==> src/rtl/mem_wb_pipe_reg.sv <==
// MEM/WB pipeline register with valid/ready handshake, write-back select and stall counter.
// Define MEM_WB_PIPE_REG_SKID_EN for a two-entry skid buffer with a registered in_ready.
module mem_wb_pipe_reg #(
    parameter int unsigned DATA_W = 32,
    parameter int unsigned DEST_W = 5,
    parameter int unsigned CNT_W  = 16
) (
    input  logic              clk,
    input  logic              rst,
    input  logic              flush,
    input  logic              in_valid,
    output logic              in_ready,
    input  logic              in_wb_en,
    input  logic              in_mem_r_en,
    input  logic [DATA_W-1:0] in_alu_result,
    input  logic [DATA_W-1:0] in_mem_read_value,
    input  logic [DEST_W-1:0] in_dest,
    output logic              out_valid,
    input  logic              out_ready,
    output logic              out_wb_en,
    output logic              out_mem_r_en,
    output logic [DATA_W-1:0] out_alu_result,
    output logic [DATA_W-1:0] out_mem_read_value,
    output logic [DEST_W-1:0] out_dest,
    output logic [DATA_W-1:0] out_wb_data,
    output logic              out_wb_commit,
    output logic [CNT_W-1:0]  stall_cnt
);

    typedef struct packed {
        logic              wb_en;
        logic              mem_r_en;
        logic [DATA_W-1:0] alu_result;
        logic [DATA_W-1:0] mem_read_value;
        logic [DEST_W-1:0] dest;
    } payload_t;

    payload_t               w_in_pl;
    payload_t               r_main;
    logic                   r_out_valid;
    logic [CNT_W-1:0]       r_stall_cnt;
    logic                   w_accept;
    logic                   w_consume;

    assign w_in_pl   = '{wb_en:          in_wb_en,
                         mem_r_en:       in_mem_r_en,
                         alu_result:     in_alu_result,
                         mem_read_value: in_mem_read_value,
                         dest:           in_dest};
    assign w_accept  = in_valid & in_ready;
    assign w_consume = r_out_valid & out_ready;

`ifdef MEM_WB_PIPE_REG_SKID_EN
    typedef enum logic [1:0] {
        S_EMPTY = 2'd0,
        S_ONE   = 2'd1,
        S_TWO   = 2'd2
    } state_t;

    state_t   r_state;
    state_t   w_state_nxt;
    payload_t r_skid;
    logic     r_in_ready;
    logic     w_load_main;
    logic     w_load_skid;
    logic     w_skid_to_main;

    // State register; valid and ready are registered decodes of the next state
    always_ff @(posedge clk or posedge rst) begin
        if (rst) begin
            r_state     <= S_EMPTY;
            r_out_valid <= 1'b0;
            r_in_ready  <= 1'b1;
        end else begin
            r_state     <= w_state_nxt;
            r_out_valid <= (w_state_nxt != S_EMPTY);
            r_in_ready  <= (w_state_nxt != S_TWO);
        end
    end

    always_comb begin
        w_state_nxt = r_state;
        if (flush) begin
            w_state_nxt = S_EMPTY;
        end else begin
            case (r_state)
                S_EMPTY: if (w_accept) w_state_nxt = S_ONE;
                S_ONE: begin
                    if (w_accept && !w_consume)      w_state_nxt = S_TWO;
                    else if (!w_accept && w_consume) w_state_nxt = S_EMPTY;
                end
                S_TWO:   if (w_consume) w_state_nxt = S_ONE;
                default: w_state_nxt = S_EMPTY;
            endcase
        end
    end

    // Datapath steering; accept is impossible in S_TWO since in_ready is low there
    always_comb begin
        w_load_main    = 1'b0;
        w_load_skid    = 1'b0;
        w_skid_to_main = 1'b0;
        if (!flush) begin
            case (r_state)
                S_EMPTY: w_load_main = w_accept;
                S_ONE: begin
                    w_load_main = w_accept & w_consume;
                    w_load_skid = w_accept & ~w_consume;
                end
                S_TWO:   w_skid_to_main = w_consume;
                default: ;
            endcase
        end
    end

    always_ff @(posedge clk or posedge rst) begin
        if (rst) begin
            r_main <= '0;
            r_skid <= '0;
        end else begin
            if (w_load_main)         r_main <= w_in_pl;
            else if (w_skid_to_main) r_main <= r_skid;
            if (w_load_skid)         r_skid <= w_in_pl;
        end
    end

    assign in_ready = r_in_ready;
`else
    // Single entry: a consume in the same cycle frees the slot for the incoming entry
    assign in_ready = ~r_out_valid | out_ready;

    always_ff @(posedge clk or posedge rst) begin
        if (rst) begin
            r_out_valid <= 1'b0;
            r_main      <= '0;
        end else if (flush) begin
            r_out_valid <= 1'b0;
        end else if (w_accept) begin
            r_out_valid <= 1'b1;
            r_main      <= w_in_pl;
        end else if (w_consume) begin
            r_out_valid <= 1'b0;
        end
    end
`endif

    // Saturating stall counter, cleared only by reset
    always_ff @(posedge clk or posedge rst) begin
        if (rst) begin
            r_stall_cnt <= '0;
        end else if (r_out_valid && !out_ready && (r_stall_cnt != '1)) begin
            r_stall_cnt <= r_stall_cnt + CNT_W'(1);
        end
    end

    assign out_valid          = r_out_valid;
    assign out_wb_en          = r_main.wb_en;
    assign out_mem_r_en       = r_main.mem_r_en;
    assign out_alu_result     = r_main.alu_result;
    assign out_mem_read_value = r_main.mem_read_value;
    assign out_dest           = r_main.dest;
    assign stall_cnt          = r_stall_cnt;

    assign out_wb_data   = r_main.mem_r_en ? r_main.mem_read_value : r_main.alu_result;
    // Register 0 is hardwired, so writes to it never strobe the register file
    assign out_wb_commit = w_consume & r_main.wb_en & (r_main.dest != '0);

endmodule

==> config.mk <==
export PLATFORM = sky130hd
export DESIGN_NAME = mem_wb_pipe_reg
export DESIGN_NICKNAME = d
export VERILOG_FILES = /design/src/rtl/mem_wb_pipe_reg.sv
export SDC_FILE = /design/constraint.sdc
export NUM_CORES = 1
export LEC_CHECK = 0
export ABC_AREA = 1
export CAP_MARGIN = 20
export CORE_ASPECT_RATIO = 0.7
export CORE_MARGIN = 10
export CORE_UTILIZATION = 45
export CTS_CLUSTER_DIAMETER = 120
export DETAILED_ROUTE_END_ITERATION = 12
export MAX_ROUTING_LAYER = met4
export PLACE_DENSITY = 0.87
export SETUP_SLACK_MARGIN = 0.2
export SYNTH_ARGS = -nofsm -noshare
export SYNTH_HDL_FRONTEND = slang
export SYNTH_SLANG_ARGS = --single-unit
==> constraint.sdc <==
create_clock -name clk -period 5.4 [get_ports clk]
set_input_delay 1.08 -clock clk [delete_from_list [all_inputs] [get_ports clk]]
set_output_delay 1.08 -clock clk [all_outputs]
set_load 0.02 [all_outputs]
# Word level (Yosys, flattened, before mapping)
# Index checks and enable logic that the tools add are counted.
# word_totals
register_bits,88
output_inout_bits,122
in_bits,76
wordCells,26
# classes
n_bitwise,7
mux,4
eq_ne,1
n_reduce_logical,6
n_addsub,1
# ops
cell,n
32-bit two-way mux,1
16-bit by 1-bit adder with 16-bit output (second input constant),1
16-bit inequality test (second input constant),1
5-bit nonzero test,1
1-bit bitwise AND,4
1-bit two-way mux,3
3-bit nonzero test,1
1-bit logical AND,2
1-bit NOT,2
2-bit AND reduction,1
1-bit logical NOT,1
1-bit bitwise OR,1

# Depth between registers and ports, before layout
# logic_depth
depth_word,5
depth_mapped,10
ltp_nobuf,9

# Worst setup path before layout
# No wires, ideal clock.
# synth_path
path_type,input to output
start,in out_ready
end,out in_ready
setup_slack_ns,2.876
arrival_time_ns,1.444
path_buffers,1
required_time_ns,4.320
path_stages,2
cell_sequence,or2_1 > buf_6
# synth_via
elab_chain_cells,1
# synth_rtl
item,line,text
start: declaration,19,"input logic out_ready,"
1-bit bitwise OR,130,assign in_ready = ~r_out_valid | out_ready;
end: declaration,12,"output logic in_ready,"
# Every way passes these cells.

# Worst setup path in the final report
# Same ends and word-level chain as after synthesis.

==> reports/metrics.csv <==
stage,metric,value,unit
outcome,status,completed,
logic_synthesis,synth_flop_cell,dfrtp_1,
pwr,peakVddDrop,282,uV
run,drv_cap,0,
min_path,min-delay-path-class,flip-flop to flip-flop,
logic_synthesis,synth_enable_flop_cells,0,
drt,drt_iter0_drc,182,
logic_synthesis,post_synth_and_or_nand_nor_area_fraction,16.5,%
global_routing,grt_pass1_wl,20.1,mm
logic_synthesis,synth-seq-cells,88,
logic_synthesis,yosysWarnings,0,
sta,fmax,280,MHz
place,place_congestion,0.854,
drt,totalWireLength,12.9,mm
sta,rsz0062_at_grt,no,
clocking,cts-resized-gates,0,
setup_path,end_kind,output pin,
sta,slew_violations,0,
layout,fin_nets,715,
clocking,cts_tree,done,
place,dp_hpwl,10.0,mm
setup_path,crit_chain,clkdlybuf4s50_1 > or2_1 > clkdlybuf4s50_1,
pwr,p_per_area,365,nW/um^2
setup_path,crit_fanout,5,
layout,area_delta_synth_final,54.5,%
global_routing,overflow,0,
logic_synthesis,async_flop_share,100,%
sta,fin_setup_tns,0,ns
clocking,cts_root_buf,clkbuf_16,
logic_synthesis,yosys-top-cells-area,"dfrtp_1 (52%), mux2_2 (10%), nand2_1 (9.0%)",
clocking,ctsHtreeMaxLevel,3,
setup_path,cp_slowest_stage_delay,0.66,ns
setup_path,cp.arrival,2.49,ns
floorplanning,chipWidth,136,microns
sta,fin_crit_sh,66.2,%
logic_synthesis,synth_area_per_cell,9.40,sq um
global_routing,antenna_found_initial,0,
logic_synthesis,synth_top_area_share,52.4,%
clocking,clockBufferDepth,2,
drt,dr.pass1.iters,5,
pwr,power.total,2.37,mW
logic_synthesis,synth_compound_area_share,10.2,%
drt,drc,0,
floorplanning,io_pins,198,
sta,finalClockSkew,0.00394,ns
clocking,clock_latency,0.33,ns
setup_path,crit_top_cell,clkdlybuf4s50_1,
drt,drtAntennaViolNets,0,
floorplanning,initial_core_util,46.3,%
layout,drive_gt1_share,12.8,%
global_routing,grt_start_max_net_pins,91,
setup_path,cp_data_required_time,4.32,ns
layout,n_antenna_cell,0,
logic_synthesis,syn_area,4200,sq um
global_routing,grt_pass1_vias,3893,
sta,final_hold_viol_count,0,
logic_synthesis,synthMuxAreaShare,10.2,%
setup_path,path_class,input port to output pin,
logic_synthesis,yosysSeqAreaShare,52.4,%
logic_synthesis,synth_cell_type_count,22,
global_routing,track_usage,19.2,%
logic_synthesis,synth_top_family_by_area,simple AND/OR/NAND/NOR gates,
logic_synthesis,synth_most_common_cell,nand2_1,
clocking,postCtsHoldBufs,0,
place,portBuffers,197,
sta,finalCriticalPeriod,3.57,ns
clocking,clkSlewWorstSetupHoldPaths,0.06,ns
floorplanning,rows,29,
sta,max_slew_margin,32.1,%
drt,routedWlPerCell,16.9,microns
drt,routed_via_density,4.88,
floorplanning,die_area,13700,sq um
pwr,p_leak,2.87,nW
logic_synthesis,syn_inst,447,
drt,vias,3741,
logic_synthesis,syn_nets,524,
logic_synthesis,synth-adder-area-share,0.298,%
logic_synthesis,synth_largest_area_cell,dfrtp_1,
sta,setup_violations,0,
clocking,cts.sinks,88,
clocking,cts_buffers,9,
setup_path,crit_slowest_cell,clkdlybuf4s50_1,
floorplanning,die-height,101,microns
clocking,cts_setup_buffers,0,
logic_synthesis,ys_top_cells_by_count,"nand2_1 (101), dfrtp_1 (88), nor2_1 (53)",
floorplanning,core_area,9070,sq um
sta,tightest_slew,1.02,ns
setup_path,cp-start-kind,input port,
logic_synthesis,synth_xor_area_share,1.46,%
critical path, delay by kind of cell:
kind | cells | cell delay [ns]
AND/OR/NAND/NOR | 1 | 0.27
buffers and inverters | 2 | 1.14
per-layer routing:
layer  vias up  global-route usage (%)  part of all wire, %
li1       1812                       -                    -
met1      1753                    20.5                   39
met2       156                    30.8                   47
met3        20                    9.71                   12
met4         0                    5.69                  2.2
met5         -                       -                    0
per-stage QoR:
step                hold WS (ns)  setup WS [ns]  instance area [sq um]  std cells  utilization [%]
finish                     0.534           1.83                   6490        767             71.6
global route               0.553           1.79                   6490        767             71.6
CTS                        0.531           1.83                   6470        766             71.3
detailed placement         0.521           1.83                   6160        750             67.9
global placement           0.511           1.86                   6160        750             67.9
floorplan                  0.617           2.04                   4200        447                -
report_power, final:
part / switching, mW / internal (mW) / total (mW)
sequential: 0.108 / 0.764 / 0.871
clock: 0.253 / 0.373 / 0.626
combinational: 0.444 / 0.428 / 0.871
layout by cell type (no fill, tap or decap):
| cell type | Yosys | final |
|---|---|---|
| nand2_4 | 1 | 1 |
| clkinvlp_4 | 0 | 2 |
| ha_1 | 1 | 1 |
| dfrtp_2 | 0 | 1 |
| nand2_1 | 101 | 101 |
| o21ai_0 | 38 | 38 |
| a21oi_1 | 16 | 16 |
| nor2_4 | 2 | 2 |
| clkinv_4 | 0 | 1 |
| clkbuf_8 | 0 | 1 |
| mux2_2 | 38 | 38 |
| buf_4 | 1 | 3 |
| xnor2_1 | 4 | 4 |
| clkinv_2 | 0 | 2 |
| buf_16 | 0 | 1 |
| a21oi_2 | 18 | 18 |
| nand4_1 | 6 | 6 |
| clkdlybuf4s50_1 | 0 | 197 |
| inv_2 | 1 | 1 |
| inv_6 | 0 | 1 |
| inv_1 | 47 | 46 |
| nor2_1 | 53 | 53 |
| or2_1 | 1 | 1 |
| xor2_1 | 3 | 3 |
| dfrtp_1 | 88 | 87 |
| bufinv_16 | 0 | 1 |
| nand3_1 | 8 | 8 |
| clkbuf_16 | 0 | 9 |
registers in the layout (all words and copies together) (netlist names):
register,flops
out_dest,5
out_wb_en,1
out_mem_read_value,32
out_valid,1
stall_cnt,16
out_mem_r_en,1
out_alu_result,32
cells by family (layout without fill, tap and decap cells):
family,after synthesis,after routing
flops,88,88
simple gates,172,172
xor+xnor,7,7
fa+ha+maj,1,1
mux,38,38
compound gates,72,72
buf+inv,69,265
path summary, 6_finish.rpt:
kind | startpoint | endpoint | slack [ns] | cells after the start
max in group asynchronous | rst | out_mem_r_en$_DFFE_PP0P_ | 3.13 | 3
worst max-delay path | out_ready | in_ready | 1.83 | 3
worst min-delay path | out_alu_result[15]$_DFFE_PP0P_ | out_alu_result[15]$_DFFE_PP0P_ | 0.53 | 2
min in group asynchronous | rst | out_mem_read_value[24]$_DFFE_PP0P_ | 1.18 | 2
worst min register to register | out_alu_result[15]$_DFFE_PP0P_ | out_alu_result[15]$_DFFE_PP0P_ | 0.53 | 2
worst max register to register | stall_cnt[0]$_DFFE_PP0P_ | stall_cnt[5]$_DFFE_PP0P_ | 3.48 | 9
cell type report:
cell class                 instances  area, sq um
clock buffer                      10          239
clock inverter                     6         67.6
fill                             653         2580
inverter                          48          181
multi-input combinational        290         1630
sequential                        88         2200
tap                              124          155
timing repair buffer             201         2020
No activity file was read; power rests on OpenSTA's default activity.
